### config.mk
export PLATFORM = sky130hd
export DESIGN_NAME = bcd_serial_add_ctrl
export DESIGN_NICKNAME = d
export VERILOG_FILES = /design/src/rtl/bcd_serial_add_ctrl.sv
export SDC_FILE = /design/constraint.sdc
export NUM_CORES = 1
export LEC_CHECK = 0
export CAP_MARGIN = 10
export CORE_MARGIN = 4
export CORE_UTILIZATION = 51
export DETAILED_ROUTE_END_ITERATION = 10
export PLACE_DENSITY = 0.83
export SLEW_MARGIN = 40
export SYNTH_ARGS = -nofsm -noshare
export SYNTH_HDL_FRONTEND = slang
export SYNTH_SLANG_ARGS = --single-unit
### constraint.sdc
create_clock -name clk -period 4.6 [get_ports clk]
set_input_delay 0.92 -clock clk [delete_from_list [all_inputs] [get_ports clk]]
set_output_delay 0.92 -clock clk [all_outputs]
set_load 0.02 [all_outputs]
### src/rtl/bcd_serial_add_ctrl.sv
// rtl/bcd_serial_add_ctrl.sv - digit-serial BCD adder: one shared 1-digit adder walks the operands LSD first
// The single digit adder is reused once per cycle; operands are latched at accept so inputs may change freely.

module bcd_fadd_1digit (
    input  logic [3:0] a,
    input  logic [3:0] b,
    input  logic       cin,
    output logic [3:0] s,
    output logic       cout
);
    logic [4:0] bin;

    // Decimal correction: any binary sum above 9 gets +6 and produces a carry.
    always_comb begin
        bin  = {1'b0, a} + {1'b0, b} + {4'b0000, cin};
        cout = (bin > 5'd9);
        s    = cout ? (bin[3:0] + 4'd6) : bin[3:0];
    end
endmodule

module bcd_serial_add_ctrl #(
    parameter int NDIGITS = 4
) (
    input  logic                   clk,
    input  logic                   rst,
    input  logic                   start,
    input  logic [4*NDIGITS-1:0]   a,
    input  logic [4*NDIGITS-1:0]   b,
    input  logic                   cin,
    output logic                   busy,
    output logic                   done,
    output logic [4*NDIGITS-1:0]   sum,
    output logic                   cout,
    output logic                   err
);
    localparam int W  = 4 * NDIGITS;
    localparam int IW = (NDIGITS > 1) ? $clog2(NDIGITS) : 1;
    localparam logic [IW-1:0] LAST_IDX = IW'(NDIGITS - 1);

    typedef enum logic [1:0] {
        IDLE = 2'd0,
        RUN  = 2'd1,
        DONE = 2'd2
    } state_t;

    state_t          state;
    state_t          state_nxt;
    logic [W-1:0]    a_q;
    logic [W-1:0]    b_q;
    logic [W-1:0]    sum_q;
    logic [IW-1:0]   idx;
    logic            carry;
    logic            cout_q;
    logic            err_q;
    logic            accept;
    logic            last_digit;
    logic            bad_in;
    logic [3:0]      a_dig;
    logic [3:0]      b_dig;
    logic [3:0]      fa_s;
    logic            fa_c;

    assign a_dig = a_q[{idx, 2'b00} +: 4];
    assign b_dig = b_q[{idx, 2'b00} +: 4];

    bcd_fadd_1digit u_fadd (
        .a    (a_dig),
        .b    (b_dig),
        .cin  (carry),
        .s    (fa_s),
        .cout (fa_c)
    );

    always_comb begin
        bad_in = 1'b0;
        for (int i = 0; i < NDIGITS; i++) begin
            if ((a[4*i +: 4] > 4'd9) || (b[4*i +: 4] > 4'd9)) begin
                bad_in = 1'b1;
            end
        end
    end

    always_comb begin
        state_nxt  = state;
        accept     = 1'b0;
        last_digit = 1'b0;
        case (state)
            IDLE: begin
                if (start) begin
                    accept    = 1'b1;
                    state_nxt = RUN;
                end
            end
            RUN: begin
                if (idx == LAST_IDX) begin
                    last_digit = 1'b1;
                    state_nxt  = DONE;
                end
            end
            DONE:    state_nxt = IDLE;
            default: state_nxt = IDLE;
        endcase
    end

    always_ff @(posedge clk or posedge rst) begin
        if (rst) begin
            state  <= IDLE;
            a_q    <= '0;
            b_q    <= '0;
            sum_q  <= '0;
            idx    <= '0;
            carry  <= 1'b0;
            cout_q <= 1'b0;
            err_q  <= 1'b0;
        end else begin
            state <= state_nxt;
            if (accept) begin
                a_q    <= a;
                b_q    <= b;
                carry  <= cin;
                idx    <= '0;
                sum_q  <= '0;
                err_q  <= bad_in;
                cout_q <= 1'b0;
            end else if (state == RUN) begin
                sum_q[{idx, 2'b00} +: 4] <= fa_s;
                carry                    <= fa_c;
                // Wrap rather than increment so the index stays in range for non-power-of-two widths.
                if (last_digit) begin
                    idx    <= '0;
                    cout_q <= fa_c;
                end else begin
                    idx <= idx + 1'b1;
                end
            end
        end
    end

    assign busy = (state == RUN) || (state == DONE);
    assign done = (state == DONE);
    assign sum  = sum_q;
    assign cout = cout_q;
    assign err  = err_q;
endmodule

==> flow_summary_export.csv, run 1 <==
group,metric,value,unit
outcome,outcome,"completed",
run,maxCapViolCount,0,
timing,finalHoldViolations,0,
synth,netlist_instances,294,
timing,setup-violations-final,0,
die,pin_count,56,
drt,wl,5970,microns
drt,met3_length,315,microns
die,num_rows,26,
power_and_ir_drop,p_leak,1.64,nW
worst_setup_path,worstPathMaxFanout,11,
die,fp.dieH,81.6,microns
worst_setup_path,crit_type,"reg2reg",
synth,synthTopCellsByCount,"nand2_1, dfrtp_1, o21ai_0, ha_1",
worst_setup_path,critical_path.cell_chain,"mux4_2 > fa_1 > fa_1 > xor2_1 > inv_1 > ha_1 > nor2b_1 > o311a_2 > a211oi_2 > o21ai_0",
die,die-area,6650,sq um
synth,synth_ff_type,"dfrtp_1",
synth,synth-seq-cells,55,
global_route,grt_pass1_wl,10400,microns
worst_setup_path,cpMostUsedCell,"fa_1",
synth,synth_top_cell_by_area,"dfrtp_1",
finish,fin_nets,399,
timing,slew_violations,0,
drt,wl_per_cell,14.2,microns
worst_setup_path,ff2ff_setup_slack,0.79,ns
clocking,post-cts-setup-buffer-count,0,
timing,worst_pin_slew,0.658,ns
global_route,grt_use_total,0.203,
global_route,grt-ovfl-total,0,
timing,max_slew_margin,0.561,
clocking,cts_buffers,5,
clocking,clock_latency,0.31,ns
power_and_ir_drop,pwr-share-seq,0.264,
drt,drtIter0Drc,118,
global_route,grt_pass1_vias,2307,
placement,dpl_worst_slack,0.759,ns
synth,synth_edf_count,0,
clocking,cts-root-buf,"clkbuf_8",
synth,ys_warn_count,0,
global_route,antenna_found_initial,0,
global_route,grt_max_degree,56,
power_and_ir_drop,switching_share,0.445,
placement,post-dp-hpwl,4520,microns
clocking,cts_sinks,55,
finish,fin_util,0.677,
timing,finalCritPeriodShare,0.828,
placement,io_buffers,55,
timing,fin_ws,0.790,ns
worst_hold_path,min-delay-path-class,"reg2reg",
clocking,cts_tree,"built",
clocking,cts_buffer_depth,2,
synth,seq_area_frac_synth,0.499,
worst_setup_path,start_kind,"register",
timing,tns,0,ns
worst_setup_path,required,4.79,ns
timing,rsz0062_at_grt,"no",
worst_setup_path,cp_num_buf_inv,1,
clocking,post_cts_resized,0,
synth,synth_area,2760,sq um
synth,yosysMostFrequentCell,"nand2_1",
power_and_ir_drop,power.switching,0.00131,W
drt,via_count,2282,
drt,top_layer_used,"met4",
clocking,clk_pin_slew,0.09,ns
finish,antennaDiodeCount,0,
worst_setup_path,critPathMaxStageDelay,0.67,ns
synth,synth_top_area_frac,0.499,
power_and_ir_drop,power,0.00294,W
drt,drtAntennaViolNets,0,
drt,via_per_inst,5.43,
die,die_w,81.6,microns
power_and_ir_drop,power_density,839,nW/um^2
drt,drc,0,
worst_setup_path,ff2ff_path_depth,10,
worst_setup_path,crit_path_top_delay_cell,"dfrtp_1",
worst_setup_path,reg2reg_from,"idx[1]",
synth,avgSynthCellArea,9.38,sq um
synth,ys_types,38,
finish,n_fill_cell,429,
worst_setup_path,endpoint_kind,"register",
synth,ys_top_cells_by_area,"dfrtp_1, nand2_1, mux4_2, ha_1, o21ai_0",
clocking,postCtsHoldBufs,0,
worst_hold_path,min-delay-start,"b_q[14]",
power_and_ir_drop,clockPowerShare,0.113,
timing,finalClockSkew,0.00444,ns
power_and_ir_drop,combinationalPowerShare,0.623,
power_and_ir_drop,internal_power,0.00163,W
worst_setup_path,cp.arrival,4.00,ns
placement,gp_congestion,0.800,
drt,dr.pass1.iters,5,
finish,syn2layout_area_growth,26.9,%
die,initial_core_util,0.533,
timing,hold_slack,0.481,ns
power_and_ir_drop,vdd_drop_max,0.000469,V
die,core,5170,sq um
drt,met1_length,2640,microns
worst_hold_path,hold_end,"b_q[14]",
worst_setup_path,timing.rr.end,"sum[10]",
worst_setup_path,crit_family,"adder cells",
finish,layout-drive-gt1-share,0.0800,
synth,ys_async_sr_fraction,1.00,
drt,met2_length,2900,microns
clocking,htree_levels,2,
timing,max_freq,262,MHz
synth,syn-num-nets,344,
worst_hold_path,min_path_cells,2,
timing,final.min_clock_period,3.81,ns
[cell usage in the layout (no fill, tap or decap), types with 2 or more instances in the layout]
cell type / n
nand2_1: 121
a211oi_2: 2
nor3_1: 2
clkbuf_8: 6
nand4_1: 2
o21ai_0: 28
nor2b_1: 4
inv_1: 7
buf_4: 3
dfrtp_1: 55
fa_1: 2
o311a_2: 2
nand3_1: 2
mux4_2: 8
nor2_1: 8
or4_1: 2
clkdlybuf4s50_1: 55
and2_1: 2
a21oi_1: 6
mux2i_1: 2
ha_1: 12
[how the worst max path moves through the flow]
stage / start / end / slack, ns / depth (start not counted)
CTS: idx[1] / sum[10] / 0.77 / 10
detailed placement: idx[1] / sum[10] / 0.76 / 10
global route: idx[1] / sum[10] / 0.49 / 10
finish: idx[1] / sum[10] / 0.79 / 10
global placement: idx[1] / sum[6] / 0.90 / 10
floorplan: idx[1] / sum[10] / 0.96 / 11
[kinds of logic (layout without fill, tap and decap cells)]
family | count (synthesis) | count (layout) | synth area share
DFF | 55 | 55 | 0.499
xor gates and xnor gates | 1 | 1 | 0.00318
AOI/OAI and AO/OA | 48 | 48 | 0.109
muxes | 10 | 10 | 0.0726
buffers and inverters | 18 | 74 | 0.0249
adders and majority gates | 14 | 14 | 0.0689
and+or+nand+nor | 148 | 148 | 0.222
[per-layer routing]
layer / GRT usage / up-vias
met3: 0.0439 / 10
met5: 0 / -
met4: 0.0777 / 0
met2: 0.346 / 72
met1: 0.252 / 1109
li1: - / 1091
[through the flow]
step | cells | instance area (sq um)
2_1_floorplan | 294 | 2760
3_5_place_dp | 412 | 3380
4_1_cts | 420 | 3500
5_1_grt | 420 | 3500
3_3_place_gp | 412 | 3380
6_report | 420 | 3500
[power by group through the flow]
stage / Clock (W) / Sequential, W / Combinational [W]
3_3_place_gp: 0 / 0.000779 / 0.00174
4_1_cts: 0.000336 / 0.000780 / 0.00183
2_1_floorplan: 0 / 0.000771 / 0.00138
3_5_place_dp: 0 / 0.000791 / 0.00182
5_1_grt: 0.000360 / 0.000804 / 0.00205
6_report: 0.000331 / 0.000777 / 0.00183
[flip-flops by register name, summed over array words and instances, names as in the netlist]
signal  count
a_q        16
err         1
b_q        16
cout        1
sum        16
idx         2
carry       1
state       2
[area by class of cell]
class | instances | area, sq um | area share
clock inverters | 2 | 35.0 | 0.0100
multi-input cells | 221 | 1310 | 0.375
inverters | 8 | 32.5 | 0.00929
well taps | 70 | 87.6 | 0.0250
clock buffers | 6 | 82.6 | 0.0236
flip-flops and latches | 55 | 1380 | 0.393
repair buffers | 58 | 573 | 0.164
[worst min-delay path, stage by stage, from the launching register on]
cell and delay (ns):
dfrtp_1 0.35, nand2_1 0.05, nand2_1 0.05
(Power assumes the default switching activity.)
==> inputs of run 2 (changes only) <==
clock period = 3.8 ns   (was 4.6 ns; I/O delays follow)
==> run 2 against run 1 <==
Worst hold slack better by 0.00078 ns. Sequential share of layout area stayed put. Non-clock buffer count is 2 higher. Final area stayed put. Sequential power is 19% higher. Critical path type unchanged. Highest routed layer unchanged.
==> flow_summary_export.csv, run 2 (same netlist as run 1, synthesis figures left out) <==
group,metric,value,unit
outcome,outcome,"completed",
drt,dr.pass1.iters,4,
timing,tns,0,ns
die,pin_count,56,
die,die-area,6650,sq um
finish,syn2layout_area_growth,26.9,%
global_route,antenna_found_initial,0,
placement,io_buffers,55,
clocking,clk_pin_slew,0.10,ns
timing,max_freq,285,MHz
clocking,cts_sinks,55,
worst_setup_path,cpMostUsedCell,"fa_1",
power_and_ir_drop,p_leak,1.64,nW
drt,drtAntennaViolNets,0,
drt,via_count,2238,
power_and_ir_drop,internal_power,0.00193,W
worst_setup_path,start_kind,"register",
clocking,cts_tree,"built",
drt,wl,5910,microns
global_route,grt_max_degree,56,
worst_setup_path,required,3.99,ns
timing,finalCritPeriodShare,0.924,
finish,layout-drive-gt1-share,0.0852,
worst_setup_path,crit_type,"reg2reg",
timing,slew_violations,0,
drt,via_per_inst,5.30,
worst_setup_path,crit_path_top_delay_cell,"fa_1",
global_route,grt_pass1_wl,10400,microns
finish,layout_common_cells,"nand2_1, dfrtp_1, clkdlybuf4s50_1",
timing,setup-violations-final,0,
global_route,grt_pass1_vias,2266,
finish,final_common_cell,"nand2_1",
power_and_ir_drop,power_density,1020,nW/um^2
placement,post-dp-hpwl,4390,microns
worst_setup_path,crit_family,"adder cells",
power_and_ir_drop,vdd_drop_max,0.000572,V
placement,post_dp_cell_area,3400,sq um
worst_setup_path,cp.arrival,3.70,ns
timing,worst_pin_slew,0.657,ns
drt,wl_per_cell,14.0,microns
power_and_ir_drop,pwr-share-seq,0.259,
timing,final.min_clock_period,3.51,ns
clocking,cts-root-buf,"clkbuf_8",
timing,finalHoldViolations,0,
worst_setup_path,worstPathMaxFanout,11,
clocking,htree_levels,2,
finish,post-route-cell-area,3500,sq um
clocking,cts_buffer_depth,2,
die,fp.dieH,81.6,microns
drt,drtIter0Drc,162,
worst_hold_path,min-delay-path-class,"reg2reg",
timing,max_slew_margin,0.562,
worst_setup_path,critical_path.cell_chain,"buf_4 > mux4_2 > fa_1 > fa_1 > xor2_2 > inv_1 > ha_1 > nor2b_1 > o311a_2 > a211oi_2 > o21ai_0",
power_and_ir_drop,combinationalPowerShare,0.646,
drt,drc,0,
die,num_rows,26,
timing,finalClockSkew,0.00466,ns
clocking,clock_latency,0.31,ns
finish,antennaDiodeCount,0,
timing,rsz0062_at_grt,"no",
power_and_ir_drop,switching_share,0.458,
clocking,postCtsHoldBufs,0,
global_route,grt-ovfl-total,0,
clocking,cts_buffers,5,
finish,fin_nets,401,
die,die_w,81.6,microns
die,core,5170,sq um
worst_setup_path,cp_num_buf_inv,2,
power_and_ir_drop,clockPowerShare,0.095,
die,initial_core_util,0.533,
placement,gp_congestion,0.782,
worst_setup_path,endpoint_kind,"register",
run,maxCapViolCount,0,
worst_setup_path,critPathMaxStageDelay,0.45,ns
power_and_ir_drop,power.switching,0.00163,W
global_route,grt_use_total,0.201,
run 2: timing repair:
item / in CTS / in global routing
setup endpoints to repair: 0 / 3
setup buffers: 0 / 0
gates resized for setup: 0 / 1
run 2: power groups by stage:
stage          Clock [W]  Sequential, W  Combinational (W)
2_1_floorplan          0       0.000933            0.00168
3_3_place_gp           0       0.000925            0.00217
3_5_place_dp           0       0.000935            0.00228
4_1_cts         0.000342       0.000924            0.00230
5_1_grt         0.000375       0.000951            0.00257
6_report        0.000339       0.000924            0.00230
run 2: tightest hold or removal path, cell delays in order, from the launching register on:
cell	delay, ns
dfrtp_1	0.35
nand2_1	0.05
nand2_1	0.05
run 2: area by class of cell:
cell class,count,area (sq um)
flip-flops and latches,55,1380
multi-input cells,221,1320
well taps,70,87.6
fillers,406,1670
clock buffers,7,86.3
clock inverters,1,8.76
inverters,8,32.5
repair buffers,60,588
run 2: final timing paths:
check	startpoint	endpoint	slack, ns	cells past startpoint
worst min-delay path	b_q[13]	b_q[13]	0.48	2
worst max-delay path	idx[0]	sum[10]	0.29	11
max in group asynchronous	rst	b_q[12]	2.47	2
worst max register to register	idx[0]	sum[10]	0.29	11
worst min register to register	b_q[13]	b_q[13]	0.48	2
min in group asynchronous	rst	a_q[7]	0.90	2
run 2: per-stage QoR:
stage / utilization / std cells / total power [W] / setup WS [ns] / hold slack [ns]
floorplan: - / 294 / 0.00261 / 0.163 / 0.440
global placement: 0.657 / 414 / 0.00310 / 0.387 / 0.455
detailed placement: 0.657 / 414 / 0.00322 / 0.226 / 0.460
CTS: 0.675 / 422 / 0.00356 / 0.186 / 0.485
global route: 0.677 / 422 / 0.00389 / 0.0700 / 0.512
finish: 0.677 / 422 / 0.00357 / 0.289 / 0.482
run 2: per-layer routing:
metal | vias to the layer above | share of wire | routed length [microns] | track usage
li1 | 1099 | - | - | -
met1 | 1066 | 0.44 | 2590 | 0.262
met2 | 66 | 0.50 | 2950 | 0.349
met3 | 7 | 0.050 | 293 | 0.0318
met4 | 0 | 0.012 | 72 | 0.0524
met5 | - | 0 | 0 | 0
==> inputs of run 3 (changes only) <==
GPL_TIMING_DRIVEN = 0   (was unset)
==> run 3 against run 2 <==
Final cell count rose by 2.4%. Setup slack got worse by 0.16 ns. First-iteration DRC count fell by 49%. Fmax fell by 4.4%. Non-clock buffer count rose by 10. Clock-buffer cell count did not move. Combinational power rose by 10%. Die area did not move. Worst hold slack improved by 0.0014 ns. Largest cell class unchanged.
==> flow_summary_export.csv, run 3 (same netlist as run 1, synthesis figures left out) <==
group,metric,value,unit
outcome,outcome,"completed",
die,initial_core_util,0.533,
finish,layout-drive-gt1-share,0.0967,
worst_setup_path,endpoint_kind,"register",
clocking,clock_latency,0.31,ns
worst_setup_path,cp.arrival,3.85,ns
worst_hold_path,hold_end,"b_q[10]",
global_route,grt_use_total,0.212,
timing,hold_slack,0.483,ns
timing,setup-violations-final,0,
worst_hold_path,min-delay-path-class,"reg2reg",
global_route,grt_max_degree,35,
power_and_ir_drop,p_leak,1.67,nW
worst_setup_path,crit_type,"reg2reg",
global_route,antenna_found_initial,0,
worst_hold_path,min-delay-start,"b_q[10]",
finish,fin_util,0.692,
power_and_ir_drop,power_density,1060,nW/um^2
finish,final_common_cell,"nand2_1",
run,maxCapViolCount,0,
finish,antennaDiodeCount,0,
drt,drtAntennaViolNets,0,
finish,n_fill_cell,402,
clocking,cts_buffer_depth,2,
finish,syn2layout_area_growth,29.8,%
worst_setup_path,reg2reg_from,"idx[1]",
drt,drtIter0Drc,83,
finish,seqCellArea,1380,sq um
clocking,postCtsHoldBufs,0,
timing,finalHoldViolations,0,
clocking,cts-root-buf,"clkbuf_8",
clocking,htree_levels,2,
worst_setup_path,ff2ff_setup_slack,0.13,ns
clocking,cts_buffers,5,
power_and_ir_drop,vdd_drop_max,0.000666,V
die,num_rows,26,
global_route,grt_pass1_vias,2330,
global_route,grt_pass1_wl,10700,microns
timing,max_slew_margin,0.657,
worst_setup_path,start_kind,"register",
die,die_w,81.6,microns
worst_hold_path,min_path_cells,2,
die,die-area,6650,sq um
timing,max_freq,272,MHz
timing,slew_violations,0,
drt,via_per_inst,5.34,
drt,dr.pass1.iters,4,
worst_setup_path,ff2ff_path_depth,11,
timing,finalCritPeriodShare,0.967,
placement,post-dp-hpwl,4780,microns
die,core,5170,sq um
worst_setup_path,required,3.98,ns
drt,wl_per_cell,14.6,microns
finish,fin_nets,411,
finish,post-route-cell-area,3580,sq um
worst_setup_path,worstPathMaxFanout,9,
finish,layout_common_cells,"nand2_1, clkdlybuf4s50_1, dfrtp_1",
timing,rsz0062_at_grt,"no",
placement,io_buffers,55,
placement,post_dp_cell_area,3420,sq um
timing,finalClockSkew,0.00879,ns
drt,wl,6320,microns
global_route,grt-ovfl-total,0,
drt,via_count,2305,
die,pin_count,56,
finish,multi_input_area,1330,sq um
clocking,cts_tree,"built",
worst_setup_path,crit_path_start,"idx[1]",
clocking,clk_pin_slew,0.10,ns
die,fp.dieH,81.6,microns
drt,drc,0,
timing,worst_pin_slew,0.515,ns
timing,final.min_clock_period,3.67,ns
worst_setup_path,timing.rr.end,"sum[6]",
clocking,cts_sinks,55,
placement,gp_congestion,0.806,
==> run 3: cell count changes in the layout (fill, tap and decap cells not counted), sizes merged <==
| cell | before | now |
|---|---|---|
| buf | 5 | 9 |
| clkbuf | 7 | 13 |
==> run 3: what timing repair did <==
item,4_1_cts,5_1_grt
resized for setup,6,5
endpoints found under the setup margin,13,6
pin swaps,0,2
setup buffers,0,4
hold endpoints to repair,0,0
==> run 3: critical path: stages, from the launching register on <==
cell,delay [ns]
dfrtp_1,0.40
buf_6,0.18
mux4_2,0.55
fa_2,0.40
fa_2,0.40
xor2_2,0.20
inv_1,0.07
ha_1,0.24
nor2b_1,0.20
o311a_2,0.45
a211oi_4,0.31
o21ai_0,0.15
==> run 3: report_power, final <==
part | internal [W] | switching (W)
clock | 0.000150 | 0.000190
combinational | 0.00110 | 0.00144
sequential | 0.000802 | 0.000121
==> run 3: final cells by class <==
| type | instances | area share |
|---|---|---|
| sequential | 55 | 0.385 |
| multi-input combinational | 221 | 0.373 |
| timing repair buffer | 60 | 0.168 |
| tap | 70 | 0.0245 |
| clock buffer | 7 | 0.0241 |
| buffer | 10 | 0.0147 |
| inverter | 8 | 0.00909 |
| clock inverter | 1 | 0.00245 |
==> run 3: worst max path at each step <==
stage	to	slack, ns	cells after the start
6_report	sum[6]	0.13	11
5_1_grt	sum[6]	0.002	11
4_1_cts	sum[6]	0.05	11
3_5_place_dp	sum[6]	-0.40	11
3_3_place_gp	sum[10]	-0.31	11
2_1_floorplan	sum[10]	0.16	11
==> run 3: metal layers <==
metal / global-route usage / part of all wire / up-vias
met5: 0 / 0 / -
met4: 0.0557 / 0.014 / 0
met3: 0.0439 / 0.057 / 11
met2: 0.376 / 0.51 / 71
met1: 0.262 / 0.42 / 1098
li1: - / - / 1125
==> run 3: metrics by stage <==
stage / setup WS, ns / TNS (ns) / power (W) / instances
floorplan: 0.163 / 0 / 0.00261 / 294
global placement: -0.310 / -1.49 / 0.00310 / 419
detailed placement: -0.399 / -2.22 / 0.00321 / 420
CTS: 0.0511 / 0 / 0.00368 / 428
global route: 0.00154 / 0 / 0.00415 / 432
finish: 0.126 / 0 / 0.00380 / 432
